===== src/rtl/rf_scoreboard_bank.sv =====
// rf_scoreboard_bank
// Register file with a per-register pending (scoreboard) bit for hazard detection.
// Provides NUM_RD combinational read ports, one synchronous write port, an unbypassed
// debug read port and a hardwired-zero r0. A pending bit is set when a writer issues
// and is cleared when its writeback lands. If both happen to the same register on the
// same edge, the set wins. o_pend_cnt is a registered count of the pending bits.
//
// Optional feature: define RF_BYPASS_EN to forward the write port to the read ports
// (write-first) in the same cycle.
//
// Ports:
//   i_clk        clock; all state updates on posedge
//   i_rst_n      asynchronous reset, active-low
//   i_ra         read addresses; port i = i_ra[i*ADDR_W +: ADDR_W]
//   o_rd         read data;      port i = o_rd[i*DATA_W +: DATA_W]
//   o_rbusy      port i: register i_ra[i] has a pending write
//   i_wa/i_wd/i_we        write address / data / enable
//   i_iss_en/i_iss_addr   issue strobe and destination register to mark pending
//   o_pend_cnt   number of registers currently pending
//   i_debug_ra/o_debug_rd debug read address / data (never bypassed)
module rf_scoreboard_bank #(
    parameter int unsigned DATA_W = 32,
    parameter int unsigned ADDR_W = 5,
    parameter int unsigned NUM_RD = 2
) (
    input  logic                       i_clk,
    input  logic                       i_rst_n,
    input  logic [NUM_RD*ADDR_W-1:0]   i_ra,
    output logic [NUM_RD*DATA_W-1:0]   o_rd,
    output logic [NUM_RD-1:0]          o_rbusy,
    input  logic [ADDR_W-1:0]          i_wa,
    input  logic [DATA_W-1:0]          i_wd,
    input  logic                       i_we,
    input  logic                       i_iss_en,
    input  logic [ADDR_W-1:0]          i_iss_addr,
    output logic [ADDR_W:0]            o_pend_cnt,
    input  logic [ADDR_W-1:0]          i_debug_ra,
    output logic [DATA_W-1:0]          o_debug_rd
);

    localparam int unsigned DEPTH = 1 << ADDR_W;

    // r_mem[0] is never written, so it stays at its reset value of zero.
    logic [DATA_W-1:0] r_mem [DEPTH];
    logic [DEPTH-1:0]  r_pend;
    logic [ADDR_W:0]   r_pend_cnt;

    logic              w_clr;
    logic              w_set;
    logic              w_inc;
    logic              w_dec;
    logic [DEPTH-1:0]  w_pend_d;
    logic [ADDR_W:0]   w_cnt_d;

    assign w_clr = i_we && (i_wa != '0);
    assign w_set = i_iss_en && (i_iss_addr != '0);

    always_comb begin
        w_pend_d = r_pend;
        if (w_clr) w_pend_d[i_wa] = 1'b0;
        // Applied second so a new producer overrides a landing writeback.
        if (w_set) w_pend_d[i_iss_addr] = 1'b1;
    end

    // Counter tracks net bit changes: a set on an already pending bit adds nothing,
    // and a clear is cancelled when the same register is re-issued on that edge.
    assign w_inc   = w_set && !r_pend[i_iss_addr];
    assign w_dec   = w_clr && r_pend[i_wa] && !(w_set && (i_iss_addr == i_wa));
    assign w_cnt_d = r_pend_cnt + (ADDR_W+1)'(w_inc) - (ADDR_W+1)'(w_dec);

    always_ff @(posedge i_clk or negedge i_rst_n) begin
        if (!i_rst_n) begin
            for (int i = 0; i < int'(DEPTH); i++) begin
                r_mem[i] <= '0;
            end
            r_pend     <= '0;
            r_pend_cnt <= '0;
        end else begin
            if (w_clr) r_mem[i_wa] <= i_wd;
            r_pend     <= w_pend_d;
            r_pend_cnt <= w_cnt_d;
        end
    end

    always_comb begin
        o_rd    = '0;
        o_rbusy = '0;
        for (int i = 0; i < int'(NUM_RD); i++) begin
            logic [ADDR_W-1:0] w_addr;
            w_addr                  = i_ra[i*ADDR_W +: ADDR_W];
            o_rd[i*DATA_W +: DATA_W] = r_mem[w_addr];
            o_rbusy[i]              = r_pend[w_addr];
`ifdef RF_BYPASS_EN
            if (w_clr && (w_addr == i_wa)) begin
                o_rd[i*DATA_W +: DATA_W] = i_wd;
                // Busy only if the same register is being re-issued this edge.
                o_rbusy[i]               = w_set && (i_iss_addr == i_wa);
            end
`endif
        end
    end

    assign o_pend_cnt = r_pend_cnt;
    assign o_debug_rd = r_mem[i_debug_ra];

endmodule


===== config.mk =====
export PLATFORM = sky130hd
export DESIGN_NAME = rf_scoreboard_bank
export DESIGN_NICKNAME = d
export VERILOG_FILES = /design/src/rtl/rf_scoreboard_bank.sv
export SDC_FILE = /design/constraint.sdc
export NUM_CORES = 2
export LEC_CHECK = 0
export BUFFER_PORTS_ARGS = -buffer_cell sky130_fd_sc_hd__buf_2
export CORE_MARGIN = 2
export CORE_UTILIZATION = 30
export CTS_CLUSTER_SIZE = 16
export DETAILED_ROUTE_END_ITERATION = 6
export PLACE_DENSITY = 0.44
export SYNTH_ARGS = -nofsm -noshare
export SYNTH_HDL_FRONTEND = slang
export SYNTH_SLANG_ARGS = --single-unit

===== constraint.sdc =====
create_clock -name i_clk -period 4.3 [get_ports i_clk]
set_input_delay 0.645 -clock i_clk [delete_from_list [all_inputs] [get_ports i_clk]]
set_output_delay 0.645 -clock i_clk [all_outputs]
set_load 0.02 [all_outputs]

After elaboration in Yosys (flattened, before gate mapping)
Cells that the tools add are included.
{"block": "classes", "add_sub_neg": 2, "n_eq_ne": 1, "n_reduce_logical": 13, "magnitude_cmp": 11, "muxes": 26, "bitwise_logic": 7}
{"op": "$bwmux 1024", "count": 1}
{"op": "$bmux 32 s5", "count": 3}
{"op": "$mux 32", "count": 9}
{"op": "$demux 32 s5", "count": 1}
{"op": "$and 32x32->32", "count": 1}
{"op": "$not 32->32", "count": 1}
{"op": "$or 32x32->32", "count": 1}
{"op": "$ge 6x6->1 const B", "count": 4}
{"op": "$lt 5x6->1 const B", "count": 4}
{"op": "$not 5->6", "count": 4}
{"op": "$bmux 1 s5", "count": 4}
{"op": "$demux 1 s5", "count": 2}
{"op": "$ge 5x1->1 const B", "count": 2}
{"op": "$reduce_bool 5->1", "count": 2}
{"op": "$logic_and 1x1->1", "count": 9}
{"op": "$add 6x1->6", "count": 1}
{"op": "$lt 6x1->1 const B", "count": 1}
{"op": "$mux 1", "count": 6}
{"op": "$sub 6x1->6", "count": 1}
{"op": "$eq 5x5->1", "count": 1}
{"op": "$logic_not 1->1", "count": 2}
{"block": "word_totals", "wordCells": 94, "ff_bits": 1062, "input_bits": 61}

Depth between registers and ports, before layout
{"block": "logic_depth", "depth_word": 9, "depth_mapped": 14}

Worst setup path after synthesis
No wires, ideal clock.
{"block": "synth_timing", "path_kind": "input-to-reg", "start": "in i_wa[1]", "end": "reg r_pend_cnt[4] (netlist: o_pend_cnt[4])", "cell_stages": 14, "slack_ns": 0.895, "n_path_buf": 3, "t_required_ns": 4.220, "t_arrival_ns": 3.325, "cell_sequence": "clkbuf_1 > buf_2 > buf_2 > mux2i_1 > o22ai_1 > o211ai_1 > a41oi_1 > ha_1 > inv_1 > ha_1 > fa_1 > a21o_1 > a21oi_1 > xnor2_1"}
{"block": "synth_via", "elab_chain_cells": 5, "word_cells_on_any_way": 10, "cone_classes": "1 x add/sub; 1 x eq/ne; 2 x mux; 6 x reduce/logical"}
{"element": "start, declared", "line_no": "31", "source": "input logic [ADDR_W-1:0] i_wa,"}
{"element": "$bmux 1 s5 (tied with other cells)", "line_no": "68", "source": "assign w_dec = w_clr && r_pend[i_wa] && !(w_set && (i_iss_addr == i_wa));"}
{"element": "$mux 1 (implied by the code) (tied with other cells)", "line_no": "68"}
{"element": "$logic_and 1x1->1 / $logic_not 1->1 (equally long branches)", "line_no": "68"}
{"element": "$logic_and 1x1->1 (*)", "line_no": "68"}
{"element": "$sub 6x1->6 (*)", "line_no": "69", "source": "assign w_cnt_d = r_pend_cnt + (ADDR_W+1)'(w_inc) - (ADDR_W+1)'(w_dec);"}
{"element": "named net w_cnt_d[4]", "line_no": "53", "source": "logic [ADDR_W:0] w_cnt_d;"}
{"element": "end signal, assigned", "line_no": "81", "source": "r_pend_cnt <= w_cnt_d;"}
{"element": "end, declared", "line_no": "46", "source": "logic [ADDR_W:0] r_pend_cnt;"}
Mark *: on every way through the listed nets, which the timed path passes. The rest lies on a longest branch. The select of a mux whose other input is x is not followed.
A chain may end at the register's enable or synchronous reset.

Final worst setup path
{"block": "layout_timing", "start": "in i_debug_ra[0]", "end": "out o_debug_rd[0]"}
{"block": "layout_via", "elab_chain_cells": 4}
{"element": "start, declared", "line_no": "37", "source": "input logic [ADDR_W-1:0] i_debug_ra,"}
{"element": "$not 5->6 (implied by the code)", "line_no": "104", "source": "assign o_debug_rd = r_mem[i_debug_ra];"}
{"element": "$bmux 32 s5", "line_no": "104"}
{"element": "$mux 32 (implied by the code) (2 in a row)", "line_no": "104"}
{"element": "end, declared", "line_no": "38", "source": "output logic [DATA_W-1:0] o_debug_rd"}
Every way passes these cells. The select of a mux whose other input is x is not followed.

==> run metrics <==
status completed; H-tree Lvls 4; synthesized area 0.06452 mm^2; Starting Density 30.12%; required time of the worst setup path 3.65 ns; fillcell total 20170; Sum Neg Setup Slack 0 ns; fin crit share 84.80%; Syn-to-layout area delta 15.29%; sequential element share of the synthesized area 41.19%; clock sinks 1062; Final Max Tran Viols 0; PwrDens 465.1 mW/mm^2; multi-input logic area 0.03604 mm^2; hold crit path type in -> reg; layout cells sized above 1 67.93%; initial detailed-routing violation count 2911; post-route ant nets 0; maximum clock path buffer count 3; M2 GR Usage 35.27%; clock input transition at the sequential cells of the worst setup and hold paths 0.06 ns; number of global-route vias before repair 41780; YS warnings 0; Fmax achieved 274.2 MHz; Setup crit end kind output port; gr busiest metal met2; cell family with most CP delay multiplexers; Placer Congestion 0.7671; grt ovf 0; Worst setup SP type input port; Post-synth EDFFs 0; WS Path Type in -> out; Ports 165; Post-CTS Resized 0; vias 39480; slowest cell delay on critical path 0.54 ns; worst slew pin tran 1.118 ns; final hold viol count 0; TritonRoute pass-1 iters 5; CTS buffer count 140; clock root buffer clkbuf_16; slowest CP cell mux4_2; Die ar. 0.2188 mm^2; M1 GR Usage 28.07%; Netlist cell types 49; Post-Route Utilization 34.73%; syn nets 3883; gr usage total 20.97%; hold_buf cts 1; Max IR drop VDD 0.3899 mV; Vias/cell 5.813; clock skew 0.01096 ns; post-route minimum period 3.646 ns; first-pass GRT wire length 328.9 mm; critical-path cell list buf_8 > buf_12 > buf_4 > mux4_2 > mux4_2 > mux2_2 > buf_2; #FFs+latches synth 1062; Residual DRC 0; cell leakage power 30.59 nW; commonest register cell after synthesis dfrtp_1; Seq. cell area 0.02658 mm^2; IO buf count 164; relative slew slack 25.48%; Cells after Synth 3815; chip width 467.8 um; met3 Use GR 3.142%; Buf/Inv on CP 4; max cap viols 0; core area 0.2142 mm^2; asr flop ratio synth 100.0%; row cnt 170; RSZ-0062 raised after global routing false; die height 467.8 um; Final HPWL DP 134.6 mm; Mapped Avg Cell Area 16.91 um^2; Post-CTS Setup Bufs 0; Final setup viols 0; hold_ws 0.3337 ns; CTS tree built; final wirelength 227.7 mm; worst skew pair latency 0.79 ns; per-cell routed wire length 33.52 um; Arr. time, crit path 3.00 ns; largest net degree at the start of global routing 90; Nets 3909; most used cell, CP mux4_2; initial antenna violation count 14; crit path max fanout 16
state kept, by name, indices dropped and copies added (netlist names):
name and flops:
r_mem 1024, o_pend_cnt 6, r_pend 32
layout make-up:
class / count / share of cell area [%]
Timing Repair Buffer: 355 / 4.709
Sequential cell: 1062 / 35.72
Antenna cell: 2 / 0.006728
Inverter: 10 / 0.05046
Clock inverter: 53 / 0.9335
Tap cell: 2838 / 4.773
Clock buffer: 199 / 5.359
Multi-Input combinational cell: 2272 / 48.44
kinds of logic (layout without fill, tap and decap cells):
group                      after synthesis  in the layout  synth area share, %
DFF                                   1062           1062                41.19
other                                    0              2                    0
and+or+nand+nor                         90             90               0.7175
buffers and inverters                  481            617                3.285
muxes                                 2096           2096                53.75
xor gates and xnor gates                 9              9               0.1222
AOI/OAI and AO/OA                       70             70               0.7854
adders and majority gates                7              7               0.1474
tightest hold or removal path, stage by stage:
cell and delay [ns]:
buf_2 0.15, nand4b_1 0.19, o2bb2ai_1 0.09
final timing paths:
check	startpoint	end	slack (ns)	depth (start not counted)
worst min register to register	r_mem[999]	r_mem[999]	0.41	0
worst min-delay path	i_iss_en	r_pend[20]	0.33	3
worst max register to register	r_pend[31]	o_pend_cnt[4]	1.23	11
min in group asynchronous	i_rst_n	o_pend_cnt[3]	0.56	2
worst max-delay path	i_debug_ra[0]	o_debug_rd[0]	0.65	7
max in group asynchronous	i_rst_n	r_mem[899]	2.48	4
through the flow:
stage               std cells  setup slack, ns  total power, mW  instance area (um^2)
finish                   6791           0.6536            34.60                 74390
global placement         6536           0.4658            22.64                 69690
CTS                      6789           0.6042            35.05                 74390
detailed placement       6536           0.6067            22.78                 69690
global route             6789           0.5376            36.26                 74390
floorplan                3815           0.8952            19.88                 64520
where the power goes:
| part | switching (mW) | total, mW | leakage (nW) | internal (mW) |
|---|---|---|---|---|
| sequential | 1.83 | 13.8 | 13.6 | 11.9 |
| combinational | 3.49 | 8.81 | 14.7 | 5.33 |
| clock | 4.83 | 12.0 | 2.30 | 7.20 |
| total | 10.2 | 34.6 | 30.6 | 24.4 |
layer usage:
metal	routed length [um]	up-vias	part of all wire, %
li1	-	15650	-
met2	113700	1110	50
met1	97800	22380	43
met3	9620	337	4.2
met5	46	-	0.020
met4	6518	8	2.9
synth_stat cells, drive strengths merged (2+ instances only):
master | instances | area, um^2
nor3b | 2 | 15.01
o2bb2ai | 4 | 35.03
nand2 | 23 | 86.33
nand3b | 3 | 22.52
nor3 | 6 | 30.03
o221ai | 6 | 52.55
nor2b | 3 | 18.77
a22o | 11 | 96.34
o22ai | 2 | 12.51
a32o | 4 | 40.04
ha | 6 | 75.07
buf | 180 | 989.7
nand4b | 2 | 17.52
nand3 | 10 | 50.05
a21o | 3 | 22.52
xnor2 | 2 | 17.52
o21ai | 24 | 120.1
or2 | 5 | 31.28
nand4 | 2 | 12.51
a41o | 2 | 20.02
inv | 10 | 37.54
nand2b | 8 | 50.05
a21oi | 3 | 15.01
dfrtp | 1062 | 26580
mux4 | 986 | 22210
nor2 | 18 | 67.56
clkbuf | 291 | 1092
mux2 | 1092 | 12300
and3 | 3 | 18.77
mux2i | 18 | 180.2
o211ai | 3 | 22.52
xor2 | 7 | 61.31
placed cells by master (no fill, tap or decap), types with 8 or more instances in the layout:
| cell | instances |
|---|---|
| clkinv_2 | 22 |
| clkbuf_1 | 34 |
| nand3_1 | 10 |
| buf_4 | 103 |
| dfrtp_1 | 1062 |
| clkbuf_8 | 26 |
| nand2_1 | 8 |
| mux2i_1 | 18 |
| o21ai_0 | 24 |
| nand2_4 | 15 |
| nor2_4 | 12 |
| buf_2 | 148 |
| mux2_2 | 1092 |
| clkbuf_16 | 141 |
| a22o_1 | 11 |
| mux4_2 | 986 |
| clkinv_8 | 8 |
| inv_1 | 10 |
| buf_12 | 90 |
| bufinv_16 | 12 |
Note: power is estimated with default switching activity, not from simulation.
